$ cat src/rtl/audio_pkg.sv
// Shared encodings and helpers for the I2S audio transmitter.
package audio_pkg;
  localparam int FMT_LJ  = 0;
  localparam int FMT_I2S = 1;

  localparam logic [1:0] VOL_MUTE    = 2'd0;
  localparam logic [1:0] VOL_QUARTER = 2'd1;
  localparam logic [1:0] VOL_HALF    = 2'd2;
  localparam logic [1:0] VOL_FULL    = 2'd3;

  typedef enum logic [1:0] {SAT_NONE, SAT_POS, SAT_NEG} sat_e;

  // Saturation decision for a sum carried one bit wider than its target:
  // the two top bits disagree only when the narrow result would wrap.
  function automatic sat_e sat_kind(input logic [1:0] top);
    case (top)
      2'b01:   return SAT_POS;
      2'b10:   return SAT_NEG;
      default: return SAT_NONE;
    endcase
  endfunction
endpackage

$ cat src/rtl/audio_vol_mix.sv
// Combinational sample conditioning: sign-extend, volume, optional mono mix
// with saturation, then a fixed arithmetic attenuation.
module audio_vol_mix
  import audio_pkg::*;
#(
  parameter int IN_WIDTH = 15,
  parameter int WIDTH    = 16,
  parameter int MIX      = 1,
  parameter int SHIFT    = 3
) (
  input  logic [IN_WIDTH-1:0] audio_l,
  input  logic [IN_WIDTH-1:0] audio_r,
  input  logic [1:0]          volume,
  output logic [WIDTH-1:0]    word_l,
  output logic [WIDTH-1:0]    word_r
);
  logic signed [WIDTH-1:0] ext_l, ext_r, vol_l, vol_r;

  function automatic logic signed [WIDTH-1:0] apply_vol(input logic signed [WIDTH-1:0] v,
                                                       input logic [1:0]              vol);
    case (vol)
      VOL_MUTE:    return '0;
      VOL_QUARTER: return v >>> 2;
      VOL_HALF:    return v >>> 1;
      VOL_FULL:    return v;
      default:     return v;
    endcase
  endfunction

  always_comb begin
    ext_l = {{(WIDTH-IN_WIDTH){audio_l[IN_WIDTH-1]}}, audio_l};
    ext_r = {{(WIDTH-IN_WIDTH){audio_r[IN_WIDTH-1]}}, audio_r};
    vol_l = apply_vol(ext_l, volume);
    vol_r = apply_vol(ext_r, volume);
  end

  if (MIX != 0) begin : g_mix
    logic signed [WIDTH:0]   sum;
    logic signed [WIDTH-1:0] sat;
    always_comb begin
      sum = {vol_l[WIDTH-1], vol_l} + {vol_r[WIDTH-1], vol_r};
      case (sat_kind(sum[WIDTH -: 2]))
        SAT_POS: sat = {1'b0, {(WIDTH-1){1'b1}}};
        SAT_NEG: sat = {1'b1, {(WIDTH-1){1'b0}}};
        default: sat = sum[WIDTH-1:0];
      endcase
      word_l = sat >>> SHIFT;
      word_r = sat >>> SHIFT;
    end
  end else begin : g_stereo
    always_comb begin
      word_l = vol_l >>> SHIFT;
      word_r = vol_r >>> SHIFT;
    end
  end
endmodule

$ cat src/rtl/audio_i2s_tx.sv
// I2S / left-justified serializer: divides clk into a bit clock, shifts a
// latched left/right word pair out MSB-first, and re-latches once per frame.
module audio_i2s_tx
  import audio_pkg::*;
#(
  parameter int CLK_HZ    = 28542800,
  parameter int SAMPLE_HZ = 24000,
  parameter int IN_WIDTH  = 15,
  parameter int WIDTH     = 16,
  parameter int MIX       = 1,
  parameter int FORMAT    = 0,
  parameter int SHIFT     = 3
) (
  input  logic                clk,
  input  logic                reset_n,
  input  logic [IN_WIDTH-1:0] audio_l,
  input  logic [IN_WIDTH-1:0] audio_r,
  input  logic [1:0]          volume,
  output logic                hp_bck,
  output logic                hp_ws,
  output logic                hp_din,
  output logic                sample_strobe
);
  localparam int HALF  = CLK_HZ / (SAMPLE_HZ * 4 * WIDTH);
  localparam int CNT_W = (HALF > 1) ? $clog2(HALF) : 1;
  localparam int SLOTS = 2 * WIDTH;
  localparam int BIT_W = $clog2(SLOTS);

  if (WIDTH < IN_WIDTH + 1) begin : g_chk_width
    $error("audio_i2s_tx: WIDTH must be at least IN_WIDTH+1");
  end
  if (HALF < 1) begin : g_chk_half
    $error("audio_i2s_tx: clock too slow for requested sample rate and width");
  end

  logic [CNT_W-1:0] div_cnt_q, div_cnt_d;
  logic [BIT_W-1:0] bit_cnt_q, bit_cnt_d;
  logic [WIDTH-1:0] word_l_q, word_l_d, word_r_q, word_r_d;
  logic [WIDTH-1:0] proc_l, proc_r, slot_word, slot_bits;
  logic             hp_bck_q, hp_bck_d, hp_ws_q, hp_ws_d, hp_din_q, hp_din_d;
  logic             strobe_q, strobe_d, tick;
  int               slot_j;

  audio_vol_mix #(
    .IN_WIDTH(IN_WIDTH), .WIDTH(WIDTH), .MIX(MIX), .SHIFT(SHIFT)
  ) u_vol_mix (
    .audio_l(audio_l), .audio_r(audio_r), .volume(volume),
    .word_l(proc_l),   .word_r(proc_r)
  );

  always_comb begin
    div_cnt_d = div_cnt_q + CNT_W'(1);
    bit_cnt_d = bit_cnt_q;
    word_l_d  = word_l_q;
    word_r_d  = word_r_q;
    hp_bck_d  = hp_bck_q;
    hp_ws_d   = hp_ws_q;
    hp_din_d  = hp_din_q;
    strobe_d  = 1'b0;
    slot_j    = 0;
    slot_word = '0;
    slot_bits = '0;
    tick      = (div_cnt_q == CNT_W'(HALF - 1));
    if (tick) begin
      div_cnt_d = '0;
      hp_bck_d  = ~hp_bck_q;
    end
    if (tick && hp_bck_q) begin
      if (bit_cnt_q == BIT_W'(SLOTS - 1)) begin
        bit_cnt_d = '0;
        word_l_d  = proc_l;
        word_r_d  = proc_r;
        strobe_d  = 1'b1;
      end else begin
        bit_cnt_d = bit_cnt_q + BIT_W'(1);
      end
      slot_j = int'(bit_cnt_d) - FORMAT;
      if (slot_j < 0) slot_j = slot_j + SLOTS;
      slot_word = (slot_j < WIDTH) ? word_l_d : word_r_d;
      // In I2S mode slot 0 still belongs to the outgoing frame's right LSB.
      if (FORMAT == FMT_I2S && bit_cnt_d == '0) slot_word = word_r_q;
      slot_bits = slot_word << (slot_j % WIDTH);
      hp_din_d  = slot_bits[WIDTH-1];
      hp_ws_d   = int'(bit_cnt_d) >= WIDTH;
    end
  end

  always_ff @(posedge clk) begin
    if (!reset_n) begin
      div_cnt_q <= '0;
      bit_cnt_q <= '0;
      word_l_q  <= '0;
      word_r_q  <= '0;
      hp_bck_q  <= 1'b0;
      hp_ws_q   <= 1'b0;
      hp_din_q  <= 1'b0;
      strobe_q  <= 1'b0;
    end else begin
      div_cnt_q <= div_cnt_d;
      bit_cnt_q <= bit_cnt_d;
      word_l_q  <= word_l_d;
      word_r_q  <= word_r_d;
      hp_bck_q  <= hp_bck_d;
      hp_ws_q   <= hp_ws_d;
      hp_din_q  <= hp_din_d;
      strobe_q  <= strobe_d;
    end
  end

  assign hp_bck        = hp_bck_q;
  assign hp_ws         = hp_ws_q;
  assign hp_din        = hp_din_q;
  assign sample_strobe = strobe_q;
endmodule

$ cat config.mk
export PLATFORM = sky130hd
export DESIGN_NAME = audio_i2s_tx
export DESIGN_NICKNAME = d
export VERILOG_FILES = /design/src/rtl/audio_pkg.sv /design/src/rtl/audio_vol_mix.sv /design/src/rtl/audio_i2s_tx.sv
export SDC_FILE = /design/constraint.sdc
export NUM_CORES = 1
export LEC_CHECK = 0
export BUFFER_PORTS_ARGS = -buffer_cell sky130_fd_sc_hd__buf_2
export CORE_ASPECT_RATIO = 1.2
export CORE_MARGIN = 3
export CORE_UTILIZATION = 51
export CTS_CLUSTER_DIAMETER = 40
export DETAILED_ROUTE_END_ITERATION = 7
export HOLD_SLACK_MARGIN = 0.15
export PLACE_DENSITY = 0.74
export SETUP_SLACK_MARGIN = 0.05
export SYNTH_ARGS = -nofsm -noshare
export SYNTH_HDL_FRONTEND = slang
export SYNTH_SLANG_ARGS = --single-unit
export TNS_END_PERCENT = 50
$ cat constraint.sdc
create_clock -name clk -period 4.15 [get_ports clk]
set_clock_uncertainty 0.05 [all_clocks]
set_input_delay 0.6225 -clock clk [delete_from_list [all_inputs] [get_ports clk]]
set_output_delay 0.6225 -clock clk [all_outputs]
set_load 0.05 [all_outputs]
==> flow_summary.yaml <==
run_status:
  status: "finished clean"
sta:
  fmax_ghz: 0.267
  rsz0062_at_grt: "no"
  fin_crit_sh_pct: 90.1
  max_slew_margin_pct: 60.8
  maxSlewViolCount: 0
  setup_viol: 0
  min_period_ns: 3.74
  tightest_slew_ns: 0.586
  setup_tns_ns: 0
  hold_violations: 0
synth:
  synth_ff_type: "dfxtp_1"
  yosysUniqueCellTypes: 56
  synth-seq-cells: 45
  synth.avg_cell_area_um2: 7.85
  synth_nets: 489
  synth-edff-count: 0
  synthesis.area_um2: 3410
  syn_inst: 435
  async_flop_share_pct: 0
  ys_warn_count: 0
  yosysSeqAreaShare_pct: 26.4
setup_path:
  crit_fanout: 51
  regToRegStartpoint: "bit_cnt_q[0]"
  worstRegToRegCells: 9
  cp-end-kind: "register"
  critical_path_required_ns: 4.29
  critical_path_class: "input port to register"
  r2r_slack_ns: 1.18
  worstReg2RegEnd: "hp_din"
  arrival_ns: 3.88
  cp-start-kind: "input port"
drt:
  drtAntennaViolNets: 0
  drt-initial-drc-count: 87
  wl_mm: 7.62
  viasPerCell: 5.68
  drtPass1Iterations: 4
  drc: 0
  post_drt_wl_per_cell_um: 13.8
  route.vias.total: 3140
clocking:
  clkSinkCount: 45
  clk_path_buf_depth: 2
  clockRootBuffer: "clkbuf_8"
  clock_latency_ns: 0.30
  cts_resized: 0
  hold_buffers: 0
  cts_made_buffers: 5
  cts_tree: "done"
  clk_pin_slew_ns: 0.09
  postCtsSetupBuffers: 0
  cts_htree_levels: 2
cells_and_area:
  antennaDiodeCount: 0
  drive_gt1_share_pct: 17.7
  design_area_um2: 3810
  syn_to_final_growth_pct: 11.7
  final_nets: 521
  regArea_um2: 901
  final_core_util_pct: 59.1
  n_fill_cell: 607
  layout_commonest_cell: "nand2_1"
  mostFrequentLayoutCells: "nand2_1, dfxtp_1, a21oi_1, nor2_1, buf_2"
  multi_input_area_um2: 2350
global_routing:
  first_global_vias: 2946
  grt_usage_pct: 20.7
  grt_pass1_wl_mm: 12.9
  overflow: 0
  antenna_found_initial: 0
  grt_max_degree: 52
hold_path:
  whs_path_depth: 1
  hold_end: "word_l_q[7]"
  min_from: "word_l_q[7]"
  hp-class: "register to register"
die:
  die_x_um: 80.7
  die_h_um: 95.6
  io_pins: 38
  coreArea_um2: 6450
  start_util_pct: 53.0
  dieArea_um2: 7710
  core.rowCount: 32
placement:
  globalplace.congestion: 0.843
  dpl.hpwl_mm: 5.85
  place_area_um2: 3720
  port_buffers: 37
power_and_ir_drop:
  power_mw: 1.05
  power.density_nw_per_um2: 275
  ir_drop_mv: 0.155
  power.leakage_nw: 1.70
job:
  drv_cap: 0
## where the power goes
part	internal (mW)	switching [mW]	total [mW]
Clock	0.135	0.149	0.284
Combinational	0.140	0.187	0.327
Sequential	0.434	0.00245	0.436
Total	0.708	0.339	1.05
## synthesized netlist by cell type, drive strengths merged (8+ instances only)
library cell   n  area, µm²
nand2b         8       50.1
nand3          8       40.0
mux2i         15        150
nor2          43        164
o21ai         30        150
clkbuf        23       86.3
mux4           9        203
a21oi         45        233
dfxtp         45        901
ha            20        250
o21a          10       75.1
nand2         57        214
inv           14       52.6
nor3          10       50.1
## layout make-up
cell class,count,area share (%)
multi-input cells,350,61.7
flip-flops and latches,45,23.6
inverters,14,1.38
clock buffers,6,2.17
repair buffers,51,7.94
clock inverters,2,0.361
well taps,85,2.79
## registers in the layout, indices dropped and copies added (netlist names)
| name | flops |
|---|---|
| bit_cnt_q | 5 |
| div_cnt_q | 5 |
| hp_bck | 1 |
| hp_din | 1 |
| sample_strobe | 1 |
| word_l_q | 16 |
| word_r_q | 16 |
## logic make-up after synthesis
group	after synthesis	share of synthesized area (%)
compound gates	127	23.9
xor+xnor	9	2.31
fa+ha+maj	20	7.33
buf+inv	40	4.66
flops	45	26.4
mux	30	12.3
simple gates	164	23.1
## per-stage QoR
stage | hold WS (ns) | worst slack (ns) | std cells
final | 0.417 | 0.410 | 553
after global routing | 0.436 | 0.178 | 553
after CTS | 0.419 | 0.458 | 553
after detailed placement | 0.400 | 0.148 | 545
after global placement | 0.393 | 0.194 | 545
after floorplan | 0.375 | 0.0578 | 435
## critical path, cell delays in order
cell	delay [ns]
buf_2	0.12
buf_12	0.23
mux2_2	0.36
nand2_1	0.06
o21ai_0	0.08
ha_1	0.32
a21o_1	0.19
a21oi_1	0.14
o21ai_0	0.10
mux2i_1	0.22
o21a_1	0.21
inv_1	0.05
ha_1	0.29
nand2b_1	0.12
nand2_1	0.07
a221o_1	0.35
nor3_1	0.25
nor2_1	0.08
## routing by layer
| layer | global-route usage (%) | vias up | part of all wire, % |
|---|---|---|---|
| li1 | - | 1635 | - |
| met1 | 25.1 | 1444 | 45 |
| met2 | 36.9 | 52 | 51 |
| met3 | 3.31 | 9 | 3.2 |
| met4 | 6.90 | 0 | 1.3 |
| met5 | 0 | - | 0 |
## how the worst max path moves through the flow
stage / cells past startpoint / from / endpoint
3_3_place_gp: 18 / volume[0] / word_l_q[10]
2_1_floorplan: 18 / volume[0] / word_l_q[10]
4_1_cts: 18 / volume[0] / word_r_q[10]
6_report: 18 / volume[0] / word_r_q[10]
3_5_place_dp: 18 / volume[0] / word_r_q[10]
5_1_grt: 18 / volume[0] / word_l_q[10]
Power figures use the tool's default switching activity.
